$ cat src/rtl/root_pkg.sv
// Shared constants and types for the iterative N-th root unit.
package root_pkg;
  localparam int DATA_W  = 10;
  localparam int ORDER_W = 3;
  localparam int OUT_W   = 2 * DATA_W;
  localparam int ACC_W   = DATA_W + 1;
  localparam int PROD_W  = ACC_W + DATA_W;
  localparam int BIT_W   = $clog2(DATA_W);

  localparam logic [ACC_W-1:0] SAT_VAL  = ACC_W'(1024);
  localparam logic [OUT_W-1:0] ERR_CODE = {OUT_W{1'b1}};

  typedef enum logic [2:0] {IDLE, POW, CMP, DONE, ERR} state_t;

  typedef struct packed {
    logic [DATA_W-1:0] root;
    logic [DATA_W-1:0] rem;
  } result_t;
endpackage

$ cat src/rtl/sat_mul_11x10.sv
// Combinational acc*cand with saturation: any product above the radicand range becomes SAT_VAL.
module sat_mul_11x10
  import root_pkg::*;
(
  input  logic [ACC_W-1:0]  a,
  input  logic [DATA_W-1:0] b,
  output logic [ACC_W-1:0]  p
);
  logic [PROD_W-1:0] prod;

  assign prod = PROD_W'(a) * PROD_W'(b);
  // SAT_VAL is sticky: 1024 times any non-zero candidate stays at or above 1024
  assign p = (prod >= PROD_W'(SAT_VAL)) ? SAT_VAL : prod[ACC_W-1:0];
endmodule

$ cat src/rtl/nth_root_engine.sv
// Bit-serial floor(X^(1/N)) search: per result bit, raise the candidate to N by repeated
// saturating multiply, then keep the bit if the power does not exceed X.
module nth_root_engine
  import root_pkg::*;
(
  input  logic               clk,
  input  logic               rst_n,
  input  logic               in_valid,
  input  logic [DATA_W-1:0]  in_data_1,
  input  logic [ORDER_W-1:0] in_data_2,
  output logic               busy,
  output logic               out_valid,
  output logic [OUT_W-1:0]   out_data
);
  state_t              state, state_nxt;
  logic [DATA_W-1:0]   x_q, root_q, cand_q, pow_ok_q, root_nxt;
  logic [ORDER_W-1:0]  n_q, cnt_q;
  logic [BIT_W-1:0]    bit_q;
  logic [ACC_W-1:0]    acc_q, prod;
  logic                hit;
  result_t             res;

  sat_mul_11x10 u_mul (.a(acc_q), .b(cand_q), .p(prod));

  assign hit      = (acc_q <= {1'b0, x_q});
  assign root_nxt = hit ? cand_q : root_q;
  assign busy     = (state != IDLE);
  assign res      = '{root: root_q, rem: x_q - pow_ok_q};

  always_ff @(posedge clk) begin
    if (!rst_n) state <= IDLE;
    else        state <= state_nxt;
  end

  always_comb begin
    state_nxt = state;
    case (state)
      IDLE:     if (in_valid) state_nxt = (in_data_2 == '0) ? ERR : POW;
      POW:      if (cnt_q + ORDER_W'(1) == n_q) state_nxt = CMP;
      CMP:      state_nxt = (bit_q == '0) ? DONE : POW;
      DONE:     state_nxt = IDLE;
      ERR:      state_nxt = IDLE;
      default:  state_nxt = IDLE;
    endcase
  end

  always_ff @(posedge clk) begin
    if (!rst_n) begin
      x_q       <= '0;
      n_q       <= '0;
      root_q    <= '0;
      cand_q    <= '0;
      pow_ok_q  <= '0;
      acc_q     <= '0;
      cnt_q     <= '0;
      bit_q     <= '0;
      out_valid <= 1'b0;
      out_data  <= '0;
    end else begin
      out_valid <= 1'b0;
      case (state)
        IDLE: if (in_valid) begin
          x_q      <= in_data_1;
          n_q      <= in_data_2;
          root_q   <= '0;
          bit_q    <= BIT_W'(DATA_W - 1);
          cand_q   <= DATA_W'(1) << (DATA_W - 1);
          acc_q    <= ACC_W'(1);
          cnt_q    <= '0;
          pow_ok_q <= '0;
        end
        POW: begin
          acc_q <= prod;
          cnt_q <= cnt_q + ORDER_W'(1);
        end
        CMP: begin
          root_q <= root_nxt;
          // remember the power of the accepted candidate so the remainder needs no extra pass
          if (hit) pow_ok_q <= acc_q[DATA_W-1:0];
          if (bit_q != '0) begin
            bit_q  <= bit_q - BIT_W'(1);
            cand_q <= root_nxt | (DATA_W'(1) << (bit_q - BIT_W'(1)));
            acc_q  <= ACC_W'(1);
            cnt_q  <= '0;
          end
        end
        DONE: begin
          out_valid <= 1'b1;
          out_data  <= res;
        end
        ERR: begin
          out_valid <= 1'b1;
          out_data  <= ERR_CODE;
        end
        default: ;
      endcase
    end
  end
endmodule
$ cat config.mk
export PLATFORM = sky130hd
export DESIGN_NAME = nth_root_engine
export DESIGN_NICKNAME = d
export VERILOG_FILES = /design/src/rtl/root_pkg.sv /design/src/rtl/sat_mul_11x10.sv /design/src/rtl/nth_root_engine.sv
export SDC_FILE = /design/constraint.sdc
export NUM_CORES = 1
export LEC_CHECK = 0
export ABC_CLOCK_PERIOD_IN_PS = 10500
export BUFFER_PORTS_ARGS = -buffer_cell sky130_fd_sc_hd__buf_2
export CORE_MARGIN = 5
export CORE_UTILIZATION = 55
export DETAILED_ROUTE_END_ITERATION = 12
export MAX_ROUTING_LAYER = met4
export PLACE_DENSITY = 0.74
export SLEW_MARGIN = 10
export SYNTH_ARGS = -nofsm -noshare
export SYNTH_HDL_FRONTEND = slang
export SYNTH_SLANG_ARGS = --single-unit
export TNS_END_PERCENT = 100
$ cat constraint.sdc
create_clock -name clk -period 10.5 [get_ports clk]
set_input_delay 2.1 -clock clk [delete_from_list [all_inputs] [get_ports clk]]
set_output_delay 2.1 -clock clk [all_outputs]
set_load 0.03 [all_outputs]
==> impl_metrics.yaml, run 1 <==
outcome:
  outcome: "finished clean"
clock_tree:
  clk_latency_ns: 0.34
  cts.sinks: 85
  tritoncts: "built"
  cts-buffers-inserted: 9
  cts-resized-gates: 0
  cts_hold_buf: 0
  cts-root-buf: "clkbuf_16"
  clk_path_buf_depth: 2
  cts_post_setup_buffers_inserted: 0
  h-tree-depth: 3
  clk_pin_slew_ns: 0.06
hold_path:
  min_from: "n_q[0]"
  holdCritPathClass: "register to register"
logic_synthesis:
  yosysMostFrequentCell: "nand2_1"
  synth_common_cells: "nand2_1 (110), inv_1 (107), dfxtp_1 (85), ha_1 (81), fa_1 (71)"
  synth-edff-count: 0
  yosys_warnings: 0
  synth-simple-area-share: 0.175
  synthAdderAreaFrac: 0.316
  yosys.area.top_type_share: 0.221
  synth-compound-area-share: 0.168
  synthMuxAreaShare: 0.0120
  synthTopCellsByArea: "dfxtp_1 (22%), fa_1 (18%), ha_1 (13%), and2_1 (5.4%), nand2_1 (5.4%)"
  ys_ff_latch: 85
  synthArstFlopShare: 0
  synth_nets: 1050
  synth_top_area_cell: "dfxtp_1"
  synth_cell_types: 59
  synth_flop_cell: "dfxtp_1"
  synth_area_um2: 7690
  synth_top_family_by_area: "adder cells"
  synthXorXnorAreaFrac: 0.0307
  syn_avg_cell_area_um2: 8.72
  synthCells: 882
  yosysSeqAreaShare: 0.221
timing:
  finalCritPeriodShare: 0.584
  timing.fmax_ghz: 0.163
  period_needed_ns: 6.13
  rsz0062_at_grt: "false"
  hold_violations: 0
  setup_ws_ns: 4.37
  setup_viol: 0
  slew_violations: 0
  clock_skew_ns: 0.00646
  relSlewSlack: 0.462
  setup_tns_ns: 0
  tightest_slew_ns: 0.807
placement:
  dp_hpwl_um: 13200
  portBuffers: 37
  postPlaceCellArea_um2: 7930
  place_ws_ns: 4.42
  gp_congestion: 0.902
cells_and_area:
  area_delta_synth_final_pct: 6.73
  drive_above_1_share: 0.0855
  final_area_um2: 8210
  fillerInstances: 1254
  diodes: 0
  fin_nets: 1053
global_route:
  antenna_found_initial: 0
  grt_pass1_vias: 5884
  grt_max_degree: 37
  grt_overflow: 0
  grt_use_total: 0.221
  grt_pass1_wl_um: 28600
worst_setup_path:
  startpoint: "cand_q[3]"
  crit_fanout: 13
  setup.worst_path.class: "register to register"
  timing.rr.start: "cand_q[3]"
  startpoint_type: "register"
  arrival_ns: 6.41
  crit_path_end_kind: "register"
  required_ns: 10.78
routing:
  finalWirelength_um: 17000
  final_antenna_net_count: 0
  routedWlPerCell_um: 15.9
  via_count: 6037
  drc_errors: 0
  drtIter0Drc: 449
  viasPerCell: 5.65
  drt_pass1_iterations: 7
power:
  power.density_nw_per_um2: 101
  cellLeakagePower_nw: 3.97
  peakVddDrop_mv: 0.0930
  power_mw: 0.831
die:
  pin_count: 38
  die_x_um: 128
  core_um2: 13800
  dieArea_um2: 16500
  start_util: 0.559
  rows: 43
  dieHeight_um: 128
run:
  maxCapViolCount: 0
## flip-flops by register name, summed over array words and instances, names as in the netlist
name / cells
acc_q: 11
bit_q: 4
cand_q: 10
cnt_q: 3
n_q: 3
out_data: 20
out_valid: 1
pow_ok_q: 10
root_q: 10
state: 3
x_q: 10
## cell usage in the layout (no fill, tap or decap), drive strengths merged, types with 13 or more instances in the layout
cell type / n
nand2: 110
xnor2: 20
inv: 108
a21oi: 54
ha: 81
dfxtp: 85
a22o: 18
fa: 71
buf: 38
and2: 66
nor2: 38
o221a: 13
o21ai: 25
## routing by layer
metal	vias to the layer above	track usage	share of wire
met1	2900	0.294	0.46
met2	158	0.356	0.48
met4	0	0.0431	0.014
li1	2950	-	-
met5	-	-	0
met3	29	0.0392	0.052
## metrics by stage
step,hold WS [ns],std cells,utilization
6_report,0.475,1069,0.596
5_1_grt,0.498,1069,0.596
4_1_cts,0.473,1069,0.596
3_5_place_dp,0.465,1054,0.576
3_3_place_gp,0.457,1054,0.576
2_1_floorplan,0.442,882,-
## final cells by class
class,count,area (um2),area share
flip-flops and latches,85,1700,0.207
clock inverters,4,50.0,0.00609
repair buffers,38,193,0.0235
multi-input cells,643,5400,0.658
clock buffers,11,233,0.0283
well taps,180,225,0.0274
inverters,108,405,0.0494
## cell families (layout without fill, tap and decap cells)
group / Yosys count / after routing
AO/OA/AOI/OAI: 183 / 183
XOR/XNOR: 27 / 27
adder cells (fa/ha/maj): 152 / 152
buffers and inverters: 154 / 161
multiplexers: 9 / 9
flip-flops: 85 / 85
AND/OR/NAND/NOR: 272 / 272
## report_power, final
part | internal [mW] | leakage (nW) | switching [mW]
registers | 0.339 | 0.690 | 0.0239
clock network | 0.183 | 0.132 | 0.125
logic | 0.0585 | 3.15 | 0.102
total | 0.580 | 3.97 | 0.251
## critical path, stage by stage (launching register included)
cell      delay, ns
dfxtp_1        0.61
nand2_1        0.15
fa_1           0.57
inv_1          0.06
fa_1           0.50
inv_1          0.05
fa_1           0.48
inv_1          0.05
fa_1           0.53
inv_1          0.05
fa_1           0.53
inv_1          0.04
ha_1           0.37
a21o_1         0.23
a32oi_1        0.23
nand2_1        0.13
o211ai_2       0.20
nand3_1        0.10
a211o_1        0.34
nor4_4         0.60
a32o_1         0.26
## path summary, 6_finish.rpt
kind / endpoint / slack [ns] / cells after the start
worst max register to register: acc_q[4] / 4.37 / 20
worst min register to register: n_q[0] / 0.47 / 2
worst max-delay path: acc_q[4] / 4.37 / 20
worst min-delay path: n_q[0] / 0.47 / 2
Note: power is estimated with default switching activity, not from simulation.
==> inputs of run 2 (changes only) <==
- ABC_AREA: not set -> 1
- ABC_CLOCK_PERIOD_IN_PS: 10500 -> 5800
- clock period: 10.5 -> 5.8 ns (I/O delays scaled with it)
==> run 2 against run 1 <==
  * Core utilization rose by 0.23 points
  * Critical path type unchanged
  * Combinational power rose by 110%
  * Critical endpoint is now acc_q[10]
  * Wire length is 14% higher
==> impl_metrics.yaml, run 2 <==
routing:
  final_antenna_net_count: 0
  via_count: 7300
  drtIter0Drc: 464
  finalWirelength_um: 19400
  drt_pass1_iterations: 5
  drc_errors: 0
  routedWlPerCell_um: 13.7
  viasPerCell: 5.15
logic_synthesis:
  ys_ff_latch: 85
  synthArstFlopShare: 0
  synth_flop_cell: "dfxtp_1"
  yosys_warnings: 0
  synth_nets: 1364
  synth_cell_types: 39
  yosysSeqAreaShare: 0.205
  synth-edff-count: 0
  synthCells: 1196
  synth_area_um2: 8310
  yosysMostFrequentCell: "nand2_1"
  synth_top_area_cell: "dfxtp_1"
  synthTopCellsByArea: "dfxtp_1 (20%), fa_1 (17%), nand2_1 (14%), inv_1 (13%), ha_1 (12%)"
  synth_common_cells: "nand2_1 (306), inv_1 (279), a21oi_1 (88), dfxtp_1 (85), ha_1 (81)"
  yosys.area.top_type_share: 0.205
  syn_avg_cell_area_um2: 6.95
die:
  die_x_um: 133
  rows: 45
  dieArea_um2: 17700
  pin_count: 38
  dieHeight_um: 133
  start_util: 0.553
  core_um2: 15000
cells_and_area:
  diodes: 0
  fillerInstances: 1425
  layout.area.seq_um2: 1710
  drive_above_1_share: 0.0797
  reg.largest.list: "out_data: 20 flops, acc_q: 11 flops"
  largest_register_ffs: 20
  fin_nets: 1392
  layout_commonest_cell: "nand2_1"
  final_cell_mix: "nand2_1 (306), inv_1 (279), a21oi_1 (88)"
  top_register: "out_data"
  area_delta_synth_final_pct: 8.27
  multiInputGateArea_um2: 5350
  final_util: 0.599
placement:
  gp_congestion: 0.899
  portBuffers: 37
  place_ws_ns: 0.317
  dp_hpwl_um: 15600
timing:
  rsz0062_at_grt: "false"
  setup_ws_ns: 0.424
  slew_violations: 0
  timing.fmax_ghz: 0.186
  finalCritPeriodShare: 0.927
  setup_tns_ns: 0
  relSlewSlack: 0.465
  period_needed_ns: 5.38
  tightest_slew_ns: 0.801
  hold_violations: 0
  setup_viol: 0
  hold_ws_ns: 0.465
  clock_skew_ns: 0.00800
clock_tree:
  cts_post_setup_buffers_inserted: 0
  cts.sinks: 85
  clk_pin_slew_ns: 0.07
  clk_path_buf_depth: 2
  cts_hold_buf: 0
  h-tree-depth: 3
  cts-buffers-inserted: 9
  cts-resized-gates: 0
  cts-root-buf: "clkbuf_16"
  clk_latency_ns: 0.34
  tritoncts: "built"
worst_setup_path:
  regToRegSetupSlack_ns: 0.42
  timing.rr.start: "acc_q[7]"
  timing.rr.end: "acc_q[10]"
  crit_path_end_kind: "register"
  startpoint: "acc_q[7]"
  crit_fanout: 11
  setup.worst_path.class: "register to register"
  crit_end: "acc_q[10]"
  startpoint_type: "register"
  r2r_cells: 26
  arrival_ns: 5.59
  required_ns: 6.01
global_route:
  grt_overflow: 0
  antenna_found_initial: 0
  grt_max_degree: 39
  grt_use_total: 0.233
  grt_pass1_wl_um: 33300
  grt_pass1_vias: 7107
power:
  power.density_nw_per_um2: 171
  peakVddDrop_mv: 0.114
  cellLeakagePower_nw: 5.18
hold_path:
  min_from: "pow_ok_q[4]"
  holdCritPathClass: "register to register"
run:
  maxCapViolCount: 0
outcome:
  outcome: "finished clean"
## run 2: changes by cell type in the layout (fill, tap and decap cells not counted), moves of 12 or more
cell and delta:
buf_4 +23, a21oi_1 +37, and2_1 -66, nand3_1 +49, xnor2_1 -17, nand2b_1 -12, nor2_1 +16, nand2_1 +196
a22o_1 -18, o21ai_0 +27, inv_1 +172
## run 2: kinds of logic after synthesis
kind of cell             Yosys count  share of synthesized area
AO/OA/AOI/OAI                    165                      0.108
adder cells (fa/ha/maj)          152                      0.293
buffers and inverters            326                      0.151
XOR/XNOR                          16                     0.0169
flip-flops                        85                      0.205
AND/OR/NAND/NOR                  452                      0.226
## run 2: cell type report
class | instances | area share
Multi-Input combinational cell | 785 | 0.595
Timing Repair Buffer | 61 | 0.0406
Tap cell | 188 | 0.0261
Inverter | 282 | 0.118
Clock inverter | 7 | 0.00640
Sequential cell | 85 | 0.190
Clock buffer | 9 | 0.0250
## run 2: stage by stage
stage	total power [mW]	cells	instance area, um2
after global placement	0.997	1401	8710
after CTS	1.54	1417	8990
final	1.54	1417	9000
after detailed placement	1.00	1401	8710
after global routing	1.62	1417	9000
after floorplan	0.910	1196	8310
## run 2: how the worst min path moves through the flow
stage	to	cells after the start
after floorplan	out_data[16]	2
after global placement	cnt_q[1]	2
after detailed placement	pow_ok_q[3]	2
after CTS	pow_ok_q[3]	2
after global routing	pow_ok_q[7]	2
final	pow_ok_q[4]	2
## run 2: critical path, stage by stage (launching register included)
cell     delay, ns
dfxtp_1       0.58
nand2_1       0.14
fa_1          0.50
inv_1         0.05
fa_1          0.49
inv_1         0.05
fa_1          0.48
inv_1         0.06
fa_1          0.54
inv_1         0.06
fa_1          0.54
inv_1         0.04
ha_1          0.40
nand2_2       0.14
nor2_1        0.16
nand3_1       0.13
nand3_2       0.11
nand2_1       0.06
nand2_1       0.06
nand2_1       0.05
nand2_1       0.05
nand3_1       0.07
nor2_2        0.11
buf_4         0.18
nand2_1       0.06
nand2_1       0.06
a21oi_1       0.05
## run 2: per-layer routing
| layer | wire [um] | track usage |
|---|---|---|
| met1 | 8800 | 0.301 |
| met2 | 9180 | 0.391 |
| met3 | 984 | 0.0217 |
| met4 | 408 | 0.0699 |
| met5 | 0 | - |
## run 2: where the power goes
part | internal, mW | total (mW) | switching [mW]
clock | 0.296 | 0.547 | 0.251
combinational | 0.111 | 0.346 | 0.235
sequential | 0.616 | 0.646 | 0.0300
total | 1.02 | 1.54 | 0.516
